[src/rtl/alu_queue_unit.sv]
// -----------------------------------------------------------------------------
// alu_queue_unit
//
// Integer ALU execute stage followed by a DEPTH-entry in-order result queue.
// The ALU result is computed combinationally in the issue cycle and written
// into the queue on push. The queue head drains to commit through a
// valid/ready handshake and is mirrored onto the bypass network.
//
// Ports
//   clk, resetn            clock (rising edge), asynchronous active-low reset
//   flush                  synchronous flush, empties the queue at next edge
//   in_valid / in_ready    issue handshake (in_ready depends on count only)
//   in_op                  5-bit operation code
//   in_src1, in_src2       register operands
//   in_imm                 16-bit immediate
//   in_src1_is_sa          src1 := zero-extended in_imm[10:6]
//   in_src2_is_simm        src2 := sign-extended in_imm (wins over zimm)
//   in_src2_is_zimm        src2 := zero-extended in_imm
//   in_rf_we, in_dest      register write enable / physical destination
//   in_tag                 ROB entry number
//   out_valid / out_ready  commit handshake for the head entry
//   out_tag, out_dest, out_rf_we, out_result, out_ex, out_exccode
//                          head entry fields (zero while queue is empty)
//   byp_valid, byp_dest, byp_result
//                          bypass copy of the head (valid only if it writes)
//   count                  current occupancy
// -----------------------------------------------------------------------------
module alu_queue_unit #(
    parameter int DEPTH  = 2,
    parameter int TAG_W  = 4,
    parameter int PREG_W = 6,
    localparam int CNT_W = $clog2(DEPTH + 1)
) (
    input  logic              clk,
    input  logic              resetn,
    input  logic              flush,
    input  logic              in_valid,
    output logic              in_ready,
    input  logic [4:0]        in_op,
    input  logic [31:0]       in_src1,
    input  logic [31:0]       in_src2,
    input  logic [15:0]       in_imm,
    input  logic              in_src1_is_sa,
    input  logic              in_src2_is_simm,
    input  logic              in_src2_is_zimm,
    input  logic              in_rf_we,
    input  logic [PREG_W-1:0] in_dest,
    input  logic [TAG_W-1:0]  in_tag,
    output logic              out_valid,
    input  logic              out_ready,
    output logic [TAG_W-1:0]  out_tag,
    output logic [PREG_W-1:0] out_dest,
    output logic              out_rf_we,
    output logic [31:0]       out_result,
    output logic              out_ex,
    output logic [4:0]        out_exccode,
    output logic              byp_valid,
    output logic [PREG_W-1:0] byp_dest,
    output logic [31:0]       byp_result,
    output logic [CNT_W-1:0]  count
);

    localparam int PTR_W = (DEPTH > 1) ? $clog2(DEPTH) : 1;

    localparam logic [4:0] OP_ADD  = 5'd0;
    localparam logic [4:0] OP_ADDU = 5'd1;
    localparam logic [4:0] OP_SUB  = 5'd2;
    localparam logic [4:0] OP_SUBU = 5'd3;
    localparam logic [4:0] OP_SLT  = 5'd4;
    localparam logic [4:0] OP_SLTU = 5'd5;
    localparam logic [4:0] OP_AND  = 5'd6;
    localparam logic [4:0] OP_OR   = 5'd7;
    localparam logic [4:0] OP_XOR  = 5'd8;
    localparam logic [4:0] OP_NOR  = 5'd9;
    localparam logic [4:0] OP_SLL  = 5'd10;
    localparam logic [4:0] OP_SRL  = 5'd11;
    localparam logic [4:0] OP_SRA  = 5'd12;
    localparam logic [4:0] OP_LUI  = 5'd13;
    localparam logic [4:0] OP_CLZ  = 5'd14;
    localparam logic [4:0] OP_CLO  = 5'd15;
    localparam logic [4:0] OP_PASS = 5'd16;

    localparam logic [4:0] EXC_OV  = 5'h0C;

    // Leading-zero count over 32 bits; result range 0..32.
    function automatic logic [5:0] clz32(input logic [31:0] v);
        logic [5:0] n;
        logic       hit;
        n   = 6'd0;
        hit = 1'b0;
        for (int i = 31; i >= 0; i--) begin
            if (hit || v[i]) begin
                hit = 1'b1;
            end else begin
                n = n + 6'd1;
            end
        end
        return n;
    endfunction

    // Pointer increment with wrap at DEPTH-1 (handles non-power-of-2 depths).
    function automatic logic [PTR_W-1:0] ptr_inc(input logic [PTR_W-1:0] p);
        logic [PTR_W-1:0] q;
        if (p == PTR_W'(DEPTH - 1)) begin
            q = {PTR_W{1'b0}};
        end else begin
            q = p + PTR_W'(1);
        end
        return q;
    endfunction

    // ---------------------------------------------------------------- state
    logic [PTR_W-1:0]  wr_ptr_r;
    logic [PTR_W-1:0]  rd_ptr_r;
    logic [CNT_W-1:0]  count_r;

    logic [TAG_W-1:0]  tag_mem_r    [DEPTH];
    logic [PREG_W-1:0] dest_mem_r   [DEPTH];
    logic              rfwe_mem_r   [DEPTH];
    logic [31:0]       result_mem_r [DEPTH];
    logic              ex_mem_r     [DEPTH];
    logic [4:0]        exc_mem_r    [DEPTH];

    // ------------------------------------------------------------ ALU nets
    logic [31:0] src1_s;
    logic [31:0] src2_s;
    logic [32:0] add33_s;
    logic [32:0] sub33_s;
    logic [31:0] result_s;
    logic        ovf_s;
    logic        push_s;
    logic        pop_s;
    logic        in_ready_s;
    logic        out_valid_s;

    assign in_ready_s  = (count_r < CNT_W'(DEPTH));
    assign out_valid_s = (count_r != {CNT_W{1'b0}});
    assign push_s      = in_valid & in_ready_s;
    assign pop_s       = out_valid_s & out_ready;

    // Operand selection: shift amount from the immediate, simm over zimm.
    always_comb begin
        src1_s = in_src1;
        src2_s = in_src2;
        if (in_src1_is_sa) begin
            src1_s = {27'd0, in_imm[10:6]};
        end else begin
            src1_s = in_src1;
        end
        if (in_src2_is_simm) begin
            src2_s = {{16{in_imm[15]}}, in_imm};
        end else if (in_src2_is_zimm) begin
            src2_s = {16'd0, in_imm};
        end else begin
            src2_s = in_src2;
        end
    end

    // 33-bit sign-extended arithmetic so signed overflow is bit32 != bit31.
    assign add33_s = {src1_s[31], src1_s} + {src2_s[31], src2_s};
    assign sub33_s = {src1_s[31], src1_s} - {src2_s[31], src2_s};

    // ALU result and overflow detection; only ADD and SUB can trap.
    always_comb begin
        result_s = 32'd0;
        ovf_s    = 1'b0;
        case (in_op)
            OP_ADD: begin
                result_s = add33_s[31:0];
                ovf_s    = add33_s[32] ^ add33_s[31];
            end
            OP_ADDU: result_s = add33_s[31:0];
            OP_SUB: begin
                result_s = sub33_s[31:0];
                ovf_s    = sub33_s[32] ^ sub33_s[31];
            end
            OP_SUBU: result_s = sub33_s[31:0];
            OP_SLT:  result_s = {31'd0, ($signed(src1_s) < $signed(src2_s))};
            OP_SLTU: result_s = {31'd0, (src1_s < src2_s)};
            OP_AND:  result_s = src1_s & src2_s;
            OP_OR:   result_s = src1_s | src2_s;
            OP_XOR:  result_s = src1_s ^ src2_s;
            OP_NOR:  result_s = ~(src1_s | src2_s);
            OP_SLL:  result_s = src2_s << src1_s[4:0];
            OP_SRL:  result_s = src2_s >> src1_s[4:0];
            OP_SRA:  result_s = $unsigned($signed(src2_s) >>> src1_s[4:0]);
            OP_LUI:  result_s = {in_imm, 16'd0};
            // Count operations look at the raw register value, not src1_s.
            OP_CLZ:  result_s = {26'd0, clz32(in_src1)};
            OP_CLO:  result_s = {26'd0, clz32(~in_src1)};
            OP_PASS: result_s = in_src1;
            default: begin
                result_s = 32'd0;
                ovf_s    = 1'b0;
            end
        endcase
    end

    // Entry storage: written only on an accepted, non-flushed push; not reset.
    always_ff @(posedge clk) begin
        if (push_s && !flush) begin
            tag_mem_r[wr_ptr_r]    <= in_tag;
            dest_mem_r[wr_ptr_r]   <= in_dest;
            rfwe_mem_r[wr_ptr_r]   <= in_rf_we & ~ovf_s;
            result_mem_r[wr_ptr_r] <= result_s;
            ex_mem_r[wr_ptr_r]     <= ovf_s;
            exc_mem_r[wr_ptr_r]    <= ovf_s ? EXC_OV : 5'd0;
        end
    end

    // Queue pointers and occupancy; flush overrides any push/pop that cycle.
    always_ff @(posedge clk or negedge resetn) begin
        if (!resetn) begin
            wr_ptr_r <= {PTR_W{1'b0}};
            rd_ptr_r <= {PTR_W{1'b0}};
            count_r  <= {CNT_W{1'b0}};
        end else if (flush) begin
            wr_ptr_r <= {PTR_W{1'b0}};
            rd_ptr_r <= {PTR_W{1'b0}};
            count_r  <= {CNT_W{1'b0}};
        end else begin
            if (push_s) begin
                wr_ptr_r <= ptr_inc(wr_ptr_r);
            end else begin
                wr_ptr_r <= wr_ptr_r;
            end
            if (pop_s) begin
                rd_ptr_r <= ptr_inc(rd_ptr_r);
            end else begin
                rd_ptr_r <= rd_ptr_r;
            end
            case ({push_s, pop_s})
                2'b10:   count_r <= count_r + CNT_W'(1);
                2'b01:   count_r <= count_r - CNT_W'(1);
                default: count_r <= count_r;
            endcase
        end
    end

    // Head outputs; forced to zero while empty so storage contents never leak.
    always_comb begin
        in_ready    = in_ready_s;
        out_valid   = out_valid_s;
        count       = count_r;
        out_tag     = {TAG_W{1'b0}};
        out_dest    = {PREG_W{1'b0}};
        out_rf_we   = 1'b0;
        out_result  = 32'd0;
        out_ex      = 1'b0;
        out_exccode = 5'd0;
        if (out_valid_s) begin
            out_tag     = tag_mem_r[rd_ptr_r];
            out_dest    = dest_mem_r[rd_ptr_r];
            out_rf_we   = rfwe_mem_r[rd_ptr_r];
            out_result  = result_mem_r[rd_ptr_r];
            out_ex      = ex_mem_r[rd_ptr_r];
            out_exccode = exc_mem_r[rd_ptr_r];
        end else begin
            out_tag     = {TAG_W{1'b0}};
        end
        byp_valid  = out_valid_s & out_rf_we;
        byp_dest   = out_dest;
        byp_result = out_result;
    end

endmodule

[config.mk]
export PLATFORM = sky130hd
export DESIGN_NAME = alu_queue_unit
export DESIGN_NICKNAME = d
export VERILOG_FILES = /design/src/rtl/alu_queue_unit.sv
export SDC_FILE = /design/constraint.sdc
export NUM_CORES = 1
export LEC_CHECK = 0
export CAP_MARGIN = 20
export CORE_UTILIZATION = 40
export CTS_CLUSTER_SIZE = 30
export DETAILED_ROUTE_END_ITERATION = 12
export GPL_ROUTABILITY_DRIVEN = 0
export PLACE_DENSITY_LB_ADDON = 0.25
export SYNTH_ARGS = -nofsm -noshare
export SYNTH_HDL_FRONTEND = slang
export SYNTH_SLANG_ARGS = --single-unit
export TNS_END_PERCENT = 30
[constraint.sdc]
create_clock -name clk -period 4.4 [get_ports clk]
set_input_delay 0.88 -clock clk [delete_from_list [all_inputs] [get_ports clk]]
set_output_delay 0.88 -clock clk [all_outputs]
set_load 0.1 [all_outputs]
# Word level (Yosys, flattened, before mapping)
# Memory sizes are Yosys's and may differ from the RTL's.
# Index checks and enable logic that the tools add are counted.
dict set report word_totals {
  reg_bits 4
  mem_bits_rw 96
  input_bits 104
  out_inout_bits 92
  word_cells 456
  n_memories 6
}
# memory words width rd rd_ports_with_merged_regs wr line
set memory_table {}
lappend memory_table {result_mem_r 2 32 1 0 1 120} ;# logic [31:0] result_mem_r [DEPTH];
lappend memory_table {dest_mem_r 2 6 1 0 1 118} ;# logic [PREG_W-1:0] dest_mem_r [DEPTH];
lappend memory_table {exc_mem_r 2 4 1 0 1 122} ;# logic [4:0] exc_mem_r [DEPTH];
lappend memory_table {tag_mem_r 2 4 1 0 1 117} ;# logic [TAG_W-1:0] tag_mem_r [DEPTH];
lappend memory_table {ex_mem_r 2 1 1 0 1 121} ;# logic ex_mem_r [DEPTH];
lappend memory_table {rfwe_mem_r 2 1 1 0 1 119} ;# logic rfwe_mem_r [DEPTH];
dict set report classes {
  add_sub_neg 68
  magnitude_cmp 3
  n_eq_ne 18
  shifts 3
  mux 272
  n_bitwise 12
  reduce_logical 71
}
# cell count
set ops {}
lappend ops {{2-to-1 mux 6 bit} 125}
lappend ops {{case mux 32 bit (15 select lines)} 1}
lappend ops {{adder 6 x 1 -> 6 bit (second input constant)} 62}
lappend ops {{2-to-1 mux 1 bit} 136}
lappend ops {{2-to-1 mux 32 bit} 4}
lappend ops {{less-than comparator 32 bit} 2}
lappend ops {{NOT 32 bit} 2}
lappend ops {{logical OR 1 bit} 62}
lappend ops {{== test 5 x 4 -> 1 bit (second input constant)} 8}
lappend ops {{adder 32 x 32 -> 33 bit} 1}
lappend ops {{subtractor 32 x 32 -> 33 bit} 1}
lappend ops {{bitwise AND 32 bit} 1}
lappend ops {{OR 32 bit} 1}
lappend ops {{left shift 32 x 5 -> 32 bit} 1}
lappend ops {{>> shifter 32 x 5 -> 32 bit} 1}
lappend ops {{>>> shifter 32 x 5 -> 32 bit} 1}
lappend ops {{XOR 32 bit} 1}
lappend ops {{== test 5 x 3 -> 1 bit (second input constant)} 4}
lappend ops {{== test 5 x 2 -> 1 bit (second input constant)} 2}
lappend ops {{2-to-1 mux 4 bit} 2}
lappend ops {{nonzero test 2 bit} 3}
lappend ops {{== test 5 x 1 -> 1 bit (second input constant)} 1}
lappend ops {{== test 5 bit (second input constant)} 1}
lappend ops {{logical NOT 5 bit} 1}
lappend ops {{other kinds (17)} 23}

# Depth between registers and ports, before layout
dict set report logic_depth {
  word_depth 96
  mapped_depth 102
  mapped_depth_nobuf 102
}

# Worst setup path before layout
# Ideal clock, no wire load.
dict set report synth_timing {
  kind {input port to flip-flop}
  startpoint {in in_src1[30]}
  endpoint {mem result_mem_r[0][4] (data pin)}
  setup_time_ns 0.290
  arrival_time_ns 17.961
  required_time_ns 4.110
  path_slack_ns -13.851
  cell_stages 102
  path_buffers 1
  cell_sequence {clkbuf_1 nor2b_1 ha_1 o21a_1 ha_1 mux2i_1 a21oi_1 ha_1 nand2_1 nand2_1 ha_1 mux2i_1 a21boi_0 ha_1 mux2_2 mux2i_1 o21ai_0 ha_1 [... 66 more ...] mux2i_1 nand2_1 o21ai_0 a21oi_1 ha_1 nand2_1 nand2_1 ha_1 nand2_1 or2_2 a21oi_1 xnor2_1 nand3_1 a21o_1 a32oi_1 o21ai_0 xor2_1 o221ai_1}
}
dict set report synth_via {
  elab_chain_cells 94
  elab_cells_between_ends 366
  cone_classes {add/sub: 60; mux: 243; bitwise: 1; reduce/logical: 62}
}
# item line
set synth_lines {}
lappend synth_lines {{from (decl)} 40} ;# input logic [31:0] in_src1,
lappend synth_lines {{NOT 32 bit} 190} ;# OP_CLO: result_s = {26'd0, clz32(~in_src1)};
lappend synth_lines {{logical OR 1 bit} 92} ;# if (hit || v[i]) begin
lappend synth_lines {{2-to-1 mux 6 bit / 2-to-1 mux 1 bit (equally long branches)} 92}
lappend synth_lines {{2-to-1 mux 6 bit / 2-to-1 mux 1 bit (equally long branches)} 167} ;# case (in_op)
lappend synth_lines {{adder 6 x 1 -> 6 bit / logical OR 1 bit (equally long branches)} {95, 92}}
lappend synth_lines {{2-to-1 mux 6 bit / 2-to-1 mux 1 bit (equally long branches)} 92}
lappend synth_lines {{2-to-1 mux 6 bit / 2-to-1 mux 1 bit (equally long branches)} 167}
lappend synth_lines {{adder 6 x 1 -> 6 bit / logical OR 1 bit (equally long branches)} {95, 92}}
lappend synth_lines {{[... 79 more ...]} n/a}
lappend synth_lines {{2-to-1 mux 6 bit / 2-to-1 mux 1 bit (equally long branches)} 167}
lappend synth_lines {{adder 6 x 1 -> 6 bit / logical OR 1 bit (equally long branches)} {95, 92}}
lappend synth_lines {{2-to-1 mux 6 bit / 2-to-1 mux 1 bit (equally long branches)} 92}
lappend synth_lines {{2-to-1 mux 6 bit / 2-to-1 mux 1 bit (equally long branches)} 167}
lappend synth_lines {{adder 6 x 1 -> 6 bit / logical OR 1 bit (equally long branches)} {95, 92}}
lappend synth_lines {{2-to-1 mux 6 bit} 92}
lappend synth_lines {{case mux 32 bit (15 select lines) *} 167}
lappend synth_lines {{named net result_s[4]} 129} ;# logic [31:0] result_s;
lappend synth_lines {{to (decl)} 120}
# Mark *: on every way through the listed nets, which the timed path passes. The rest lies on a longest branch. The select of a mux whose other input is x is not followed.

# Worst setup path in the final report
dict set report layout_timing {
  startpoint {in in_src1[31]}
  endpoint {mem result_mem_r[0][4] (data pin)}
}
dict set report layout_via {
  elab_chain_cells 96
  elab_cells_between_ends 376
  cone_classes {add/sub: 62; mux: 251; bitwise: 1; reduce/logical: 62}
}
# item line
set layout_lines {}
lappend layout_lines {{NOT 32 bit} 190}
lappend layout_lines {{2-to-1 mux 1 bit} 92}
lappend layout_lines {{2-to-1 mux 6 bit / 2-to-1 mux 1 bit (equally long branches)} 167}
lappend layout_lines {{adder 6 x 1 -> 6 bit / logical OR 1 bit (equally long branches)} {95, 92}}
lappend layout_lines {{2-to-1 mux 6 bit / 2-to-1 mux 1 bit (equally long branches)} 92}
lappend layout_lines {{2-to-1 mux 6 bit / 2-to-1 mux 1 bit (equally long branches)} 167}
lappend layout_lines {{adder 6 x 1 -> 6 bit / logical OR 1 bit (equally long branches)} {95, 92}}
lappend layout_lines {{2-to-1 mux 6 bit / 2-to-1 mux 1 bit (equally long branches)} 92}
lappend layout_lines {{[... 81 more ...]} n/a}
lappend layout_lines {{2-to-1 mux 6 bit / 2-to-1 mux 1 bit (equally long branches)} 167}
lappend layout_lines {{adder 6 x 1 -> 6 bit / logical OR 1 bit (equally long branches)} {95, 92}}
lappend layout_lines {{2-to-1 mux 6 bit / 2-to-1 mux 1 bit (equally long branches)} 92}
lappend layout_lines {{2-to-1 mux 6 bit / 2-to-1 mux 1 bit (equally long branches)} 167}
lappend layout_lines {{adder 6 x 1 -> 6 bit / logical OR 1 bit (equally long branches)} {95, 92}}
lappend layout_lines {{2-to-1 mux 6 bit} 92}
lappend layout_lines {{case mux 32 bit (15 select lines) *} 167}
lappend layout_lines {{named net result_s[4]} 129}
# Marks and branches as above.

==> run_results.csv <==
group,metric,value,unit
run_status,status,"finished with violations",
run_status,violations,"setup timing",
final_layout,fin_nets,3933,
global_routing,grt.overflow.total,0,
sta,hold_violations,0,
sta,worst_slew_pin_slew,1.11,ns
hold_path,hold_class,"flop to flop",
routing,ant_nets,0,
global_routing,antenna_found_initial,2,
routing,drc,0,
sta,rsz0062_at_grt,"true",
routing,wire_per_inst,19.3,um
yosys,synth_area_per_cell,7.14,um^2
cts,cts_sinks,92,
hold_path,min_path_cells,2,
sta,fin_crit,17.99,ns
routing,wirelength,82500,um
critical_path,worstSetupPathType,"input port to flop",
floorplanning,io_pins,196,
cts,clkSlewWorstSetupHoldPaths,0.06,ns
power_and_ir_drop,power_density,187,mW/mm^2
cts,cts_root_buffer,"clkbuf_16",
yosys,synth-edff-count,88,
global_routing,grt_pass1_wl,127000,um
floorplanning,die-width,221,um
yosys,yosysMostFrequentCell,"nor2_1",
yosys,synth_top_area_share,13.7,%
final_layout,n_antenna_cell,0,
yosys,yosys_most_used_dff,"edfxtp_1",
placed_design,portBuffers,192,
critical_path,r2r_start,"count[1]",
yosys,yosysUniqueCellTypes,91,
sta,fin_skew,0.00350,ns
floorplanning,start_util,41.0,%
sta,fmax,55.6,MHz
hold_path,hold_end,"wr_ptr_r",
sta,setup_viol,56,
final_layout,fin_cells,4283,
routing,vias,24700,
critical_path,crit_fanout,4,
placed_design,dp_cells,4119,
cts,cts_max_level,3,
critical_path,crit_path_end_kind,"flop",
global_routing,grtUsageTotal,32.3,%
floorplanning,rows,79,
sta,fin_crit_sh,409,%
yosys,ys_top_cells_by_count,"331 x nor2_1, 283 x nand2_1, 253 x a21oi_1",
sta,max_slew_margin,25.7,%
sta,slew_violations,0,
floorplanning,die_y,221,um
critical_path,path_common_cell,"ha_1",
routing,viasPerCell,5.77,
yosys,synth_area_leader_cell,"edfxtp_1",
yosys,async_flop_share,4.35,%
critical_path,worstPathArrival,18.05,ns
yosys,ys_warn_count,0,
yosys,ys_seq_area_share,14.3,%
critical_path,cp-start-kind,"input port",
yosys,syn-cell-area,0.0192,mm^2
final_layout,area_growth,56.6,%
floorplanning,fp.dieArea,0.0489,mm^2
cts,cts_tree,"yes",
critical_path,r2r_end,"dest_mem_r[1][0]",
placed_design,post-dp-hpwl,63700,um
power_and_ir_drop,p_leak,13.7,nW
critical_path,critPathRequiredTime,4.46,ns
sta,setup_slack,-13.59,ns
cts,clock_latency,0.35,ns
routing,drt_first_iter_violations,2538,
hold_path,min_from,"wr_ptr_r",
global_routing,grt_pass1_vias,24400,
critical_path,slowest_delay,0.34,ns
yosys,synth_area_leaders,"edfxtp_1 14%, ha_1 10%, mux2i_1 9.1%",
power_and_ir_drop,total_power,5.65,mW
critical_path,reg2reg_depth,4,
cts,cts.path.max_buffers,2,
cts,cts_made_buffers,9,
routing,drt_pass1_iterations,6,
final_layout,drive_gt1_share,35.8,%
critical_path,reg2reg_slack,2.40,ns
power_and_ir_drop,ir_drop,186,uV
global_routing,grt_max_degree,90,
floorplanning,fp.coreArea,0.0470,mm^2
critical_path,slowest_stage,"ha_1",
yosys,synth_seq_cells,92,
cts,cts_hold_buf,0,
yosys,synthCells,2691,
flow_run,cap_viol_max_count,0,
==> how the worst max path moves through the flow <==
stage                            from                  to  cells after the start
after CTS                 in_src1[31]  result_mem_r[0][4]                    102
after floorplan           in_src1[31]  result_mem_r[0][4]                    102
after global placement    in_src1[30]  result_mem_r[0][4]                    103
final                     in_src1[31]  result_mem_r[0][4]                    102
after global routing      in_src1[31]  result_mem_r[0][5]                    104
after detailed placement  in_src1[31]  result_mem_r[0][5]                    102
==> state kept, by name, indices dropped and copies added, names as in the netlist <==
register,cells
count,2
dest_mem_r,12
exc_mem_r,2
rd_ptr_r,1
result_mem_r,64
rfwe_mem_r,2
tag_mem_r,8
wr_ptr_r,1
==> per-stage QoR <==
stage	util (%)	cell area [um^2]	TNS, ns	worst slack (ns)	hold WS (ns)
after floorplan	-	19400	-212.39	-13.54	0.518
after global placement	58.1	27300	-224.92	-13.93	0.573
after detailed placement	58.1	27300	-236.59	-14.79	0.585
after CTS	62.6	29400	-164.61	-13.34	0.600
after global routing	64.1	30100	-188.45	-14.48	0.684
final	64.1	30100	-173.36	-13.59	0.595
==> cell usage in the layout, fill, tap and decap left out, drive strengths merged, types with 14 or more instances in the layout <==
master         instances
buf                 1040
nor2                 331
nand2                283
a21oi                254
o21ai                190
mux2i                176
ha                   156
inv                  132
clkdlybuf4s50        105
xnor2                 99
edfxtp                88
nand3                 74
nor3                  51
xor2                  50
nand2b                42
and3                  35
and2                  33
o211ai                31
a22oi                 30
a21o                  27
a211oi                27
a31oi                 26
nor2b                 25
o21bai                24
nand4                 22
nor4                  21
or3                   18
a221oi                17
dlygate4sd2           15
mux2                  14
==> metal layers <==
metal  global-route usage [%]  vias to the layer above  wire length (um)
li1                         -                    11700                 -
met2                     54.2                     1169             38000
met4                     18.6                        4              5120
met1                     38.1                    11500             31800
met3                     6.61                      323              7450
met5                        0                        -                28
==> final cells by class <==
type,count,area [um^2]
repair buffers,1163,9280
inverters,132,500
flip-flops and latches,92,2740
clock buffers,10,229
clock inverters,6,87.6
fillers,3960,16800
well taps,607,759
multi-input cells,2273,16500
==> power by group <==
part	switching [mW]	internal (mW)	leakage, nW
logic	2.19	1.61	12.7
clock network	0.308	0.497	0.147
registers	0.0180	1.02	0.870
==> critical path: cells and delay by family <==
kind / cells / cell delay [ns]
adder cells (fa/ha/maj): 29 / 7.78
XOR/XNOR: 2 / 0.30
AO/OA/AOI/OAI: 25 / 3.12
buffers and inverters: 6 / 0.37
multiplexers: 19 / 3.49
AND/OR/NAND/NOR: 21 / 2.08
==> timing repair <==
action / 4_1_cts / 5_1_grt
pin swaps: 155 / 152
buffers inserted: 117 / 42
gates resized for setup: 262 / 100
setup endpoints to repair: 64 / 64
==> kinds of logic after synthesis <==
logic type      after synthesis  synth area share (%)
mux                         190                  10.1
simple gates                997                  24.4
other cells                   1                0.0195
compound gates              764                  24.8
xor+xnor                    159                  8.72
buf+inv                     328                  7.31
fa+ha+maj                   160                  10.5
flops                        92                  14.3
(Power assumes the default switching activity.)
